$ cat config.mk
export PLATFORM = sky130hd
export DESIGN_NAME = ahb_subordinate_mem
export DESIGN_NICKNAME = d
export VERILOG_FILES = /design/src/rtl/ahb_subordinate_mem.sv
export SDC_FILE = /design/constraint.sdc
export NUM_CORES = 1
export LEC_CHECK = 0
export CORE_ASPECT_RATIO = 0.5
export CORE_UTILIZATION = 37
export DETAILED_ROUTE_END_ITERATION = 8
export RECOVER_POWER = 100
export SYNTH_ARGS = -nofsm -noshare
export SYNTH_HDL_FRONTEND = slang
export SYNTH_SLANG_ARGS = --single-unit
$ cat constraint.sdc
create_clock -name HCLK -period 6.4 [get_ports HCLK]
set_input_delay 1.92 -clock HCLK [delete_from_list [all_inputs] [get_ports HCLK]]
set_output_delay 1.92 -clock HCLK [all_outputs]
set_load 0.02 [all_outputs]
$ cat src/rtl/ahb_subordinate_mem.sv
`default_nettype none
// ============================================================================
//  Module   : ahb_subordinate_mem
//  Purpose  : AHB-Lite subordinate backed by a small word-organised register
//             memory. Supports byte/halfword/word accesses, inserts a fixed
//             number of wait states per OKAY transfer and answers illegal
//             accesses with a two-cycle ERROR response.
//  Ports    : HCLK, HRESETn           - clock, async active-low reset
//             HSEL, HADDR, HTRANS,
//             HWRITE, HSIZE, HREADY   - address-phase inputs from manager
//             HWDATA                  - write data (data phase)
//             HREADYOUT, HRESP,
//             HRDATA                  - data-phase response to manager
//  Revision : 1.0 - initial release
// ============================================================================
module ahb_subordinate_mem #(
  parameter logic [31:0] BASE_ADDR   = 32'h0000_1000,
  parameter int          MEM_WORDS   = 16,
  parameter int          WAIT_STATES = 1
) (
  input  logic        HCLK,
  input  logic        HRESETn,
  input  logic        HSEL,
  input  logic [31:0] HADDR,
  input  logic [1:0]  HTRANS,
  input  logic        HWRITE,
  input  logic [2:0]  HSIZE,
  input  logic [31:0] HWDATA,
  input  logic        HREADY,
  output logic        HREADYOUT,
  output logic        HRESP,
  output logic [31:0] HRDATA
);

  localparam int          IDX_W     = (MEM_WORDS > 1) ? $clog2(MEM_WORDS) : 1;
  localparam logic [32:0] END_ADDR  = {1'b0, BASE_ADDR} + 33'(4 * MEM_WORDS);
  localparam logic [3:0]  WAIT_LOAD = (WAIT_STATES > 0) ? 4'(WAIT_STATES - 1) : 4'd0;
  localparam bit          HAS_WAIT  = (WAIT_STATES > 0);

  typedef enum logic [2:0] {
    ST_IDLE = 3'd0,
    ST_WAIT = 3'd1,
    ST_DATA = 3'd2,
    ST_ERR1 = 3'd3,
    ST_ERR2 = 3'd4
  } state_t;

  state_t            state_q, state_d;
  logic [3:0]        cnt_q, cnt_d;
  logic [IDX_W-1:0]  idx_q;
  logic [1:0]        lane_q;
  logic              write_q;
  logic [2:0]        size_q;
  logic [31:0]       mem [MEM_WORDS];

  logic              accept;
  logic              take;
  logic              misaligned;
  logic              out_of_range;
  logic              err_flag;
  logic [IDX_W+1:0]  offset_lo;
  logic [3:0]        byte_en;
  state_t            start_state;

  // HTRANS[0] only separates IDLE/BUSY and NONSEQ/SEQ, which are treated alike.
  logic unused_bits;
  assign unused_bits = HTRANS[0];

  assign accept = HSEL && HREADY && HTRANS[1];

  // Only the low bits of the offset are needed for the word index; the upper
  // bits are covered by the range check. BASE_ADDR is word aligned, so the
  // two low offset bits equal the byte lane.
  assign offset_lo    = HADDR[IDX_W+1:0] - BASE_ADDR[IDX_W+1:0];
  assign misaligned   = ((HSIZE == 3'b001) && HADDR[0]) ||
                        ((HSIZE == 3'b010) && (HADDR[1:0] != 2'b00));
  assign out_of_range = (HADDR < BASE_ADDR) || ({1'b0, HADDR} >= END_ADDR);
  assign err_flag     = (HSIZE > 3'b010) || misaligned || out_of_range;

  assign start_state  = err_flag ? ST_ERR1 : (HAS_WAIT ? ST_WAIT : ST_DATA);

  always_comb begin
    state_d   = state_q;
    cnt_d     = cnt_q;
    HREADYOUT = 1'b1;
    HRESP     = 1'b0;
    take      = 1'b0;
    case (state_q)
      ST_IDLE: begin
        if (accept) begin
          take    = 1'b1;
          state_d = start_state;
          cnt_d   = WAIT_LOAD;
        end
      end
      ST_WAIT: begin
        HREADYOUT = 1'b0;
        if (cnt_q == 4'd0) begin
          state_d = ST_DATA;
        end else begin
          cnt_d = cnt_q - 4'd1;
        end
      end
      ST_DATA, ST_ERR2: begin
        HRESP = (state_q == ST_ERR2);
        // Final data-phase cycle: a pipelined address phase may start here.
        if (accept) begin
          take    = 1'b1;
          state_d = start_state;
          cnt_d   = WAIT_LOAD;
        end else begin
          state_d = ST_IDLE;
        end
      end
      ST_ERR1: begin
        HREADYOUT = 1'b0;
        HRESP     = 1'b1;
        state_d   = ST_ERR2;
      end
      default: begin
        state_d = ST_IDLE;
      end
    endcase
  end

  always_ff @(posedge HCLK or negedge HRESETn) begin
    if (!HRESETn) begin
      state_q <= ST_IDLE;
      cnt_q   <= 4'd0;
      idx_q   <= '0;
      lane_q  <= 2'b00;
      write_q <= 1'b0;
      size_q  <= 3'b000;
    end else begin
      state_q <= state_d;
      cnt_q   <= cnt_d;
      if (take) begin
        idx_q   <= offset_lo[IDX_W+1:2];
        lane_q  <= offset_lo[1:0];
        write_q <= HWRITE;
        size_q  <= HSIZE;
      end
    end
  end

  // Byte enables for the committed write; illegal sizes never reach DATA.
  always_comb begin
    case (size_q)
      3'b000:  byte_en = 4'b0001 << lane_q;
      3'b001:  byte_en = 4'b0011 << lane_q;
      default: byte_en = 4'b1111;
    endcase
  end

  always_ff @(posedge HCLK or negedge HRESETn) begin
    if (!HRESETn) begin
      for (int i = 0; i < MEM_WORDS; i++) begin
        mem[i] <= '0;
      end
    end else if ((state_q == ST_DATA) && write_q) begin
      for (int b = 0; b < 4; b++) begin
        if (byte_en[b]) begin
          mem[idx_q][8*b +: 8] <= HWDATA[8*b +: 8];
        end
      end
    end
  end

  assign HRDATA = ((state_q == ST_DATA) && !write_q) ? mem[idx_q] : 32'h0;

endmodule
`default_nettype wire
==> metrics, run 1 <==
slew margin rel.=-153.0%; Cell Area, Placed=around 26000 um^2; post-synthesis cell count=1535; CTS buffer count=52; final worst-path cycle share=between 90% and 100%; TritonCTS clock tree=built; unrepaired setup endpoints after global routing=false; CTS Hold Buffers Added=0; switching power total=3.099 mW; Setup TNS Final=0 ns; Worst-Skew Late Latency=0.57 ns; final worst setup slack=~0.47 ns; Setup crit start kind=flip-flop; post-synth cell types=slightly below 50; postcts setup bufs=0; number of flops mapped to enable cells by yosys=0; post-synthesis average cell area=15.79 um^2; Design Area, Final=approximately 27000 um^2; root buf cell=clkbuf_16; worst-path fanout max=13; first-pass GRT wire length=~84000 um; DRT iter0 DRCs=roughly 750; number of global-route vias before repair=approximately 14000; starting density of the core=a little under two fifths; Post-Syn Area=roughly 24000 um^2; antenna cells=0; Syn-to-layout area delta=13.35%; most frequent cells in the layout=dfrtp_1 (526), mux2_2 (509), mux4_2 (128), clkdlybuf4s50_1 (74), nand2_1 (70); synthesized flop and latch total=529; H-tree depth=2; combinational share of power=a little over a quarter; failing checks=capacitance limit, slew limit; vias=around 13000; Gates resized, CTS repair=0; worst clock skew=0.01634 ns; P_int=between 7 and 8 mW; Clock Pin Slew Worst Setup and Hold Paths=roughly 0.060 ns; register area share after synthesis=54.61%; clock share of power=~28%; vias per cell=around 5.3; Die H=~180 um; antenna violations before repair=0; antenna viol nets, final=0; Pwr per Cell Area=a little under 400 nW/um^2; VDD IR max=~220 uV; YS warnings=0; status=finished, violations left; Mapped Nets=between 1500 and 2000; Crit. End Element=output port; # IOs=108; Hold Violations, Final=0; Critical Path, Cell by Cell=or4b_1, nor2_1, clkbuf_2, a22oi_1, nand2_1, dlygate4sd3_1; die width=364.0 um; Reg power frac=45.1%; # rows=65; fin. max-slew vios=approximately 180; minimum clock period=around 5.9 ns; fmax=around 170 MHz; Routed WL=between 50000 and 60000 um; slowest CP cell=nor2_1; final setup vio count=0; Critical Path RT=between 4 and 5 ns; total die area=~67000 um^2; max incr delay on CP=just over 0.8 ns; DR DRC count=0; WP data arrival=4.01 ns; worst-case clock buffer depth=3; pin count of the biggest net entering global routing=between 150 and 200; post-DR wirelength/cell=between 20 and 25 um; gpl congestion=between 0.7 and 0.8; largest cells by area after synthesis=dfrtp_1 (55%), mux2_2 (24%), mux4_2 (12%), nor3_4 (2.1%), a22oi_1 (2.0%); HP Class=reg -> reg; DRT Pass-1 Iters=5; grt total ovfl=0; asr flop ratio synth=100.0%; Sw Ratio=between 20% and 30%; WS Path Type=reg -> out; top_reg_cell synth=dfrtp_1; NumNets Final=between 1500 and 2000; DP Worst Slack=between 1 and 1.5 ns; max_cap viols=19; largest area contributor in the netlist=dfrtp_1; core area=approximately 64000 um^2; Synth top area share=54.61%; clk sinks=roughly 530; Tot GR Track Use=16.09%; share of layout cells above drive strength 1=between 40 and 50%; most common cell after layout, fill and taps aside=dfrtp_1; worst-margin pin slew=~3.8 ns; DP HPWL=approximately 34000 um; Port Buffers=approximately 110; Leak Pwr=about 12 nW
==> sequential cells by signal, summed over array words and instances (netlist names) <==
signal / flops
lane_q: 2
idx_q: 4
size_q: 3
mem: 512
cnt_q: 4
write_q: 1
state_q: 3
==> kinds of logic (layout without fill, tap and decap cells) <==
| family | Yosys count | after routing | share of synthesized area (%) |
|---|---|---|---|
| fa+ha+maj | 2 | 2 | 0.1032 |
| mux | 640 | 640 | 35.68 |
| flops | 529 | 529 | 54.61 |
| xor+xnor | 2 | 2 | 0.07227 |
| compound gates | 76 | 76 | 2.323 |
| buf+inv | 99 | 219 | 1.724 |
| simple gates | 187 | 187 | 5.492 |
==> through the flow <==
step | instances | total power [mW] | hold slack (ns) | utilization (%)
after floorplan | 1535 | 7.281 | 0.4464 | -
after global placement | 2435 | 8.062 | 0.4601 | 41.06
after detailed placement | 2435 | 8.155 | 0.4676 | 41.06
after CTS | 2526 | 11.20 | 0.4826 | 43.66
after global routing | 2526 | 11.52 | 0.5050 | 42.98
final | 2526 | 10.88 | 0.4810 | 42.98
==> Yosys cell counts, types with 3 or more instances <==
cell type,count
inv_1,3
nand2b_1,5
nor2_1,11
nand4_1,5
nor3_1,4
o21ai_0,3
buf_2,25
nor2b_1,4
a22oi_1,64
nand3_2,4
clkbuf_1,61
dfrtp_1,529
mux4_2,128
nor3_4,31
buf_4,4
buf_1,6
mux2_2,509
mux2_1,3
nand2_1,68
nor4_1,6
nand3_1,25
==> routing by layer <==
layer / share of wire, % / wire length [um] / vias to the layer above / track usage [%]
li1: - / - / 5981 / -
met1: 49 / 25320 / 7267 / 23.76
met2: 47 / 24550 / 151 / 25.39
met3: 2.8 / 1457 / 65 / 2.193
met4: 1.6 / 813 / 0 / 3.207
met5: 0 / 0 / - / 0
==> layout make-up <==
class / count / area (um^2)
Clock buffer: 81 / 1582
Clock inverter: 10 / 83.83
Fill cell: 5810 / 36450
Inverter: 3 / 11.26
Multi-Input combinational cell: 907 / 10190
Sequential cell: 529 / 13250
Tap cell: 871 / 1090
Timing Repair Buffer: 125 / 1267
==> path summary, 6_finish.rpt <==
check | startpoint | endpoint | slack, ns | cells after the start
worst min-delay path | size_q[2] | size_q[2] | 0.48 | 2
min in group asynchronous | HRESETn | mem[124] | 2.67 | 1
worst min register to register | size_q[2] | size_q[2] | 0.48 | 2
worst max-delay path | state_q[0] | HRDATA[28] | 0.47 | 6
worst max register to register | idx_q[2] | mem[381] | 2.21 | 5
max in group asynchronous | HRESETn | mem[11] | 1.32 | 2
==> worst max-delay path, delay by kind of cell, from the launching register on <==
kind | cells | cell delay [ns]
and+or+nand+nor | 3 | 1.64
AOI/OAI and AO/OA | 1 | 0.16
buffers and inverters | 2 | 1.19
DFF | 1 | 0.46
==> power groups by stage <==
stage	logic, mW	clock network [mW]	registers (mW)
floorplan	2.63	0	4.65
global placement	3.12	0	4.94
detailed placement	3.18	0	4.97
CTS	3.19	3.10	4.92
global route	3.23	3.24	5.05
finish	2.97	3.00	4.91
Note: power is estimated with default switching activity, not from simulation.
==> run 2, diff against run 1 <==
CORE_UTILIZATION = 35   (was 37)
SLEW_MARGIN = 20   (was not set)
==> run 2 against run 1 <==
  * The run still ends with capacitance limit, slew limit left
  * Clock skew decreased by 0.0015 ns
  * Wire length increased by 0.90%
  * Register-to-register slack got worse by 0.15 ns
  * Via count decreased by 0.27%
  * Sequential cell count unchanged
  * Cell count increased by 1.4%
  * Clock-buffer cell count decreased by 4
  * Clock power about the same
  * Die area increased by 5.7%
  * Setup slack improved by 0.036 ns
  * Largest cell class unchanged
==> metrics, run 2 (synthesis results as in run 1) <==
# rows=67; Clock Pin Slew Worst Setup and Hold Paths=~0.060 ns; H-tree depth=2; Critical Path RT=~4.5 ns; Tot GR Track Use=15.23%; hold depth=2; WP data arrival=between 3 and 4 ns; grt met1 use=a little over a fifth; most common cell after layout, fill and taps aside=dfrtp_1; reg2reg start=idx_q[2]; status=finished, violations left; worst-path fanout max=31; antenna viol nets, final=0; biggest regs=mem x512, cnt_q x4, idx_q x4; Design Area, Final=27600 um^2; final setup vio count=0; HP Class=reg -> reg; most frequent cells in the layout=dfrtp_1 (526), mux2_2 (505), mux4_2 (128), clkdlybuf4s50_1 (77), nand2_1 (70); worst-margin pin slew=slightly below 3 ns; WHS Endpoint=size_q[1]; antenna violations before repair=0; Hold Violations, Final=0; most flop-heavy register=mem; core area=between 60000 and 70000 um^2; Die H=188.1 um; Cell Count, Final, Fillers Out=~2600; vias per cell=5.241; Tot Pwr=approximately 11 mW; antenna cells=0; vias=13430; minimum clock period=slightly below 6 ns; Setup crit start kind=flip-flop; Syn-to-layout area delta=13.87%; DP HPWL=34020 um; die width=374.2 um; max_cap viols=21; VDD IR max=between 150 and 200 uV; worst clock skew=approximately 0.015 ns; unrepaired setup endpoints after global routing=false; hold path startpoint=size_q[1]; DRT Pass-1 Iters=4; NumNets Final=1703; post-DR wirelength/cell=just over 20 um; DRT iter0 DRCs=620; Cell Area, Placed=between 20000 and 30000 um^2; worst reg2reg setup slack=2.06 ns; WS Path Type=reg -> out; Port Buffers=106; Gates resized, CTS repair=0; R2R depth=5; grt total ovfl=0; first-pass GRT wire length=84750 um; hold_ws=about 0.48 ns; fin. max-slew vios=390; root buf cell=clkbuf_16; postcts setup bufs=0; Most Used Layer, Global Route=met2; number of flip-flops in the largest register=512; slew margin rel.=-93.48%; Routed WL=52600 um; CTS Hold Buffers Added=0; share of layout cells above drive strength 1=a little under half; DR DRC count=0; clk sinks=approximately 530; Setup TNS Final=0 ns; GR Layer Usage met3=~1.8%; starting density of the core=a little over a third; total die area=between 70000 and 80000 um^2; Leak Pwr=approximately 12 nW; FF-to-FF End=mem[317]; gpl congestion=roughly 0.75; fmax=169.5 MHz; placed cells=roughly 2500; CTS buffer count=between 50 and 60; worst-case clock buffer depth=3; failing checks=capacitance limit, slew limit; Pwr per Cell Area=roughly 400 nW/um^2; pin count of the biggest net entering global routing=~130; TritonCTS clock tree=built; # IOs=roughly 110; grt met2 use=about 25%; final worst-path cycle share=92.16%; Crit. End Element=output port; number of global-route vias before repair=between 10000 and 15000; Worst-Skew Late Latency=between 0.5 and 0.6 ns
## run 2: cell count changes in the layout (fill, tap and decap cells not counted), sizes merged
| cell | previous run | this run |
|---|---|---|
| clkbuf | 84 | 85 |
| buf | 17 | 21 |
| clkinv | 7 | 12 |
| dlygate4sd3 | 31 | 28 |
| clkinvlp | 1 | 2 |
| inv | 4 | 3 |
| clkdlybuf4s50 | 74 | 77 |
## run 2: worst max-delay path by stage
stage,from,cells after the start,to,slack [ns]
6_report,idx_q[1],6,HRDATA[17],0.50
5_1_grt,idx_q[0],6,HRDATA[26],0.30
4_1_cts,state_q[0],6,HRDATA[9],0.66
3_5_place_dp,state_q[0],6,HRDATA[11],1.29
3_3_place_gp,state_q[0],6,HRDATA[13],1.30
2_1_floorplan,idx_q[1],7,HRDATA[11],2.54
## run 2: power breakdown
part / internal (mW) / switching [mW]
Sequential: 4.30 / 0.585
Clock: 1.74 / 1.29
Combinational: 1.78 / 1.28
## run 2: layer usage
layer	routed length (um)	part of all wire, %
met4	912	1.7
met3	1402	2.7
met5	0	0
met2	25100	48
met1	25190	48
## run 2: final cells by class
cell class	count	area (um^2)
clock buffer	77	1577
fill	6174	40130
inverter	3	11.26
clock inverter	15	108.9
sequential	529	13250
tap	897	1122
timing repair buffer	134	1323
multi-input combinational	907	10210
## run 2: worst max-delay path: stages (launching register included)
cell           delay [ns]
dfrtp_4              0.69
buf_16               0.31
clkbuf_1             0.82
mux4_2               0.61
a22oi_1              0.19
nand2_1              0.09
dlygate4sd3_1        0.66
## run 2: per-stage QoR
stage	setup WS (ns)	utilization [%]
finish	0.5015	40.75
detailed placement	1.289	38.84
floorplan	2.545	-
global placement	1.297	38.84
global route	0.2953	40.75
CTS	0.6631	41.32
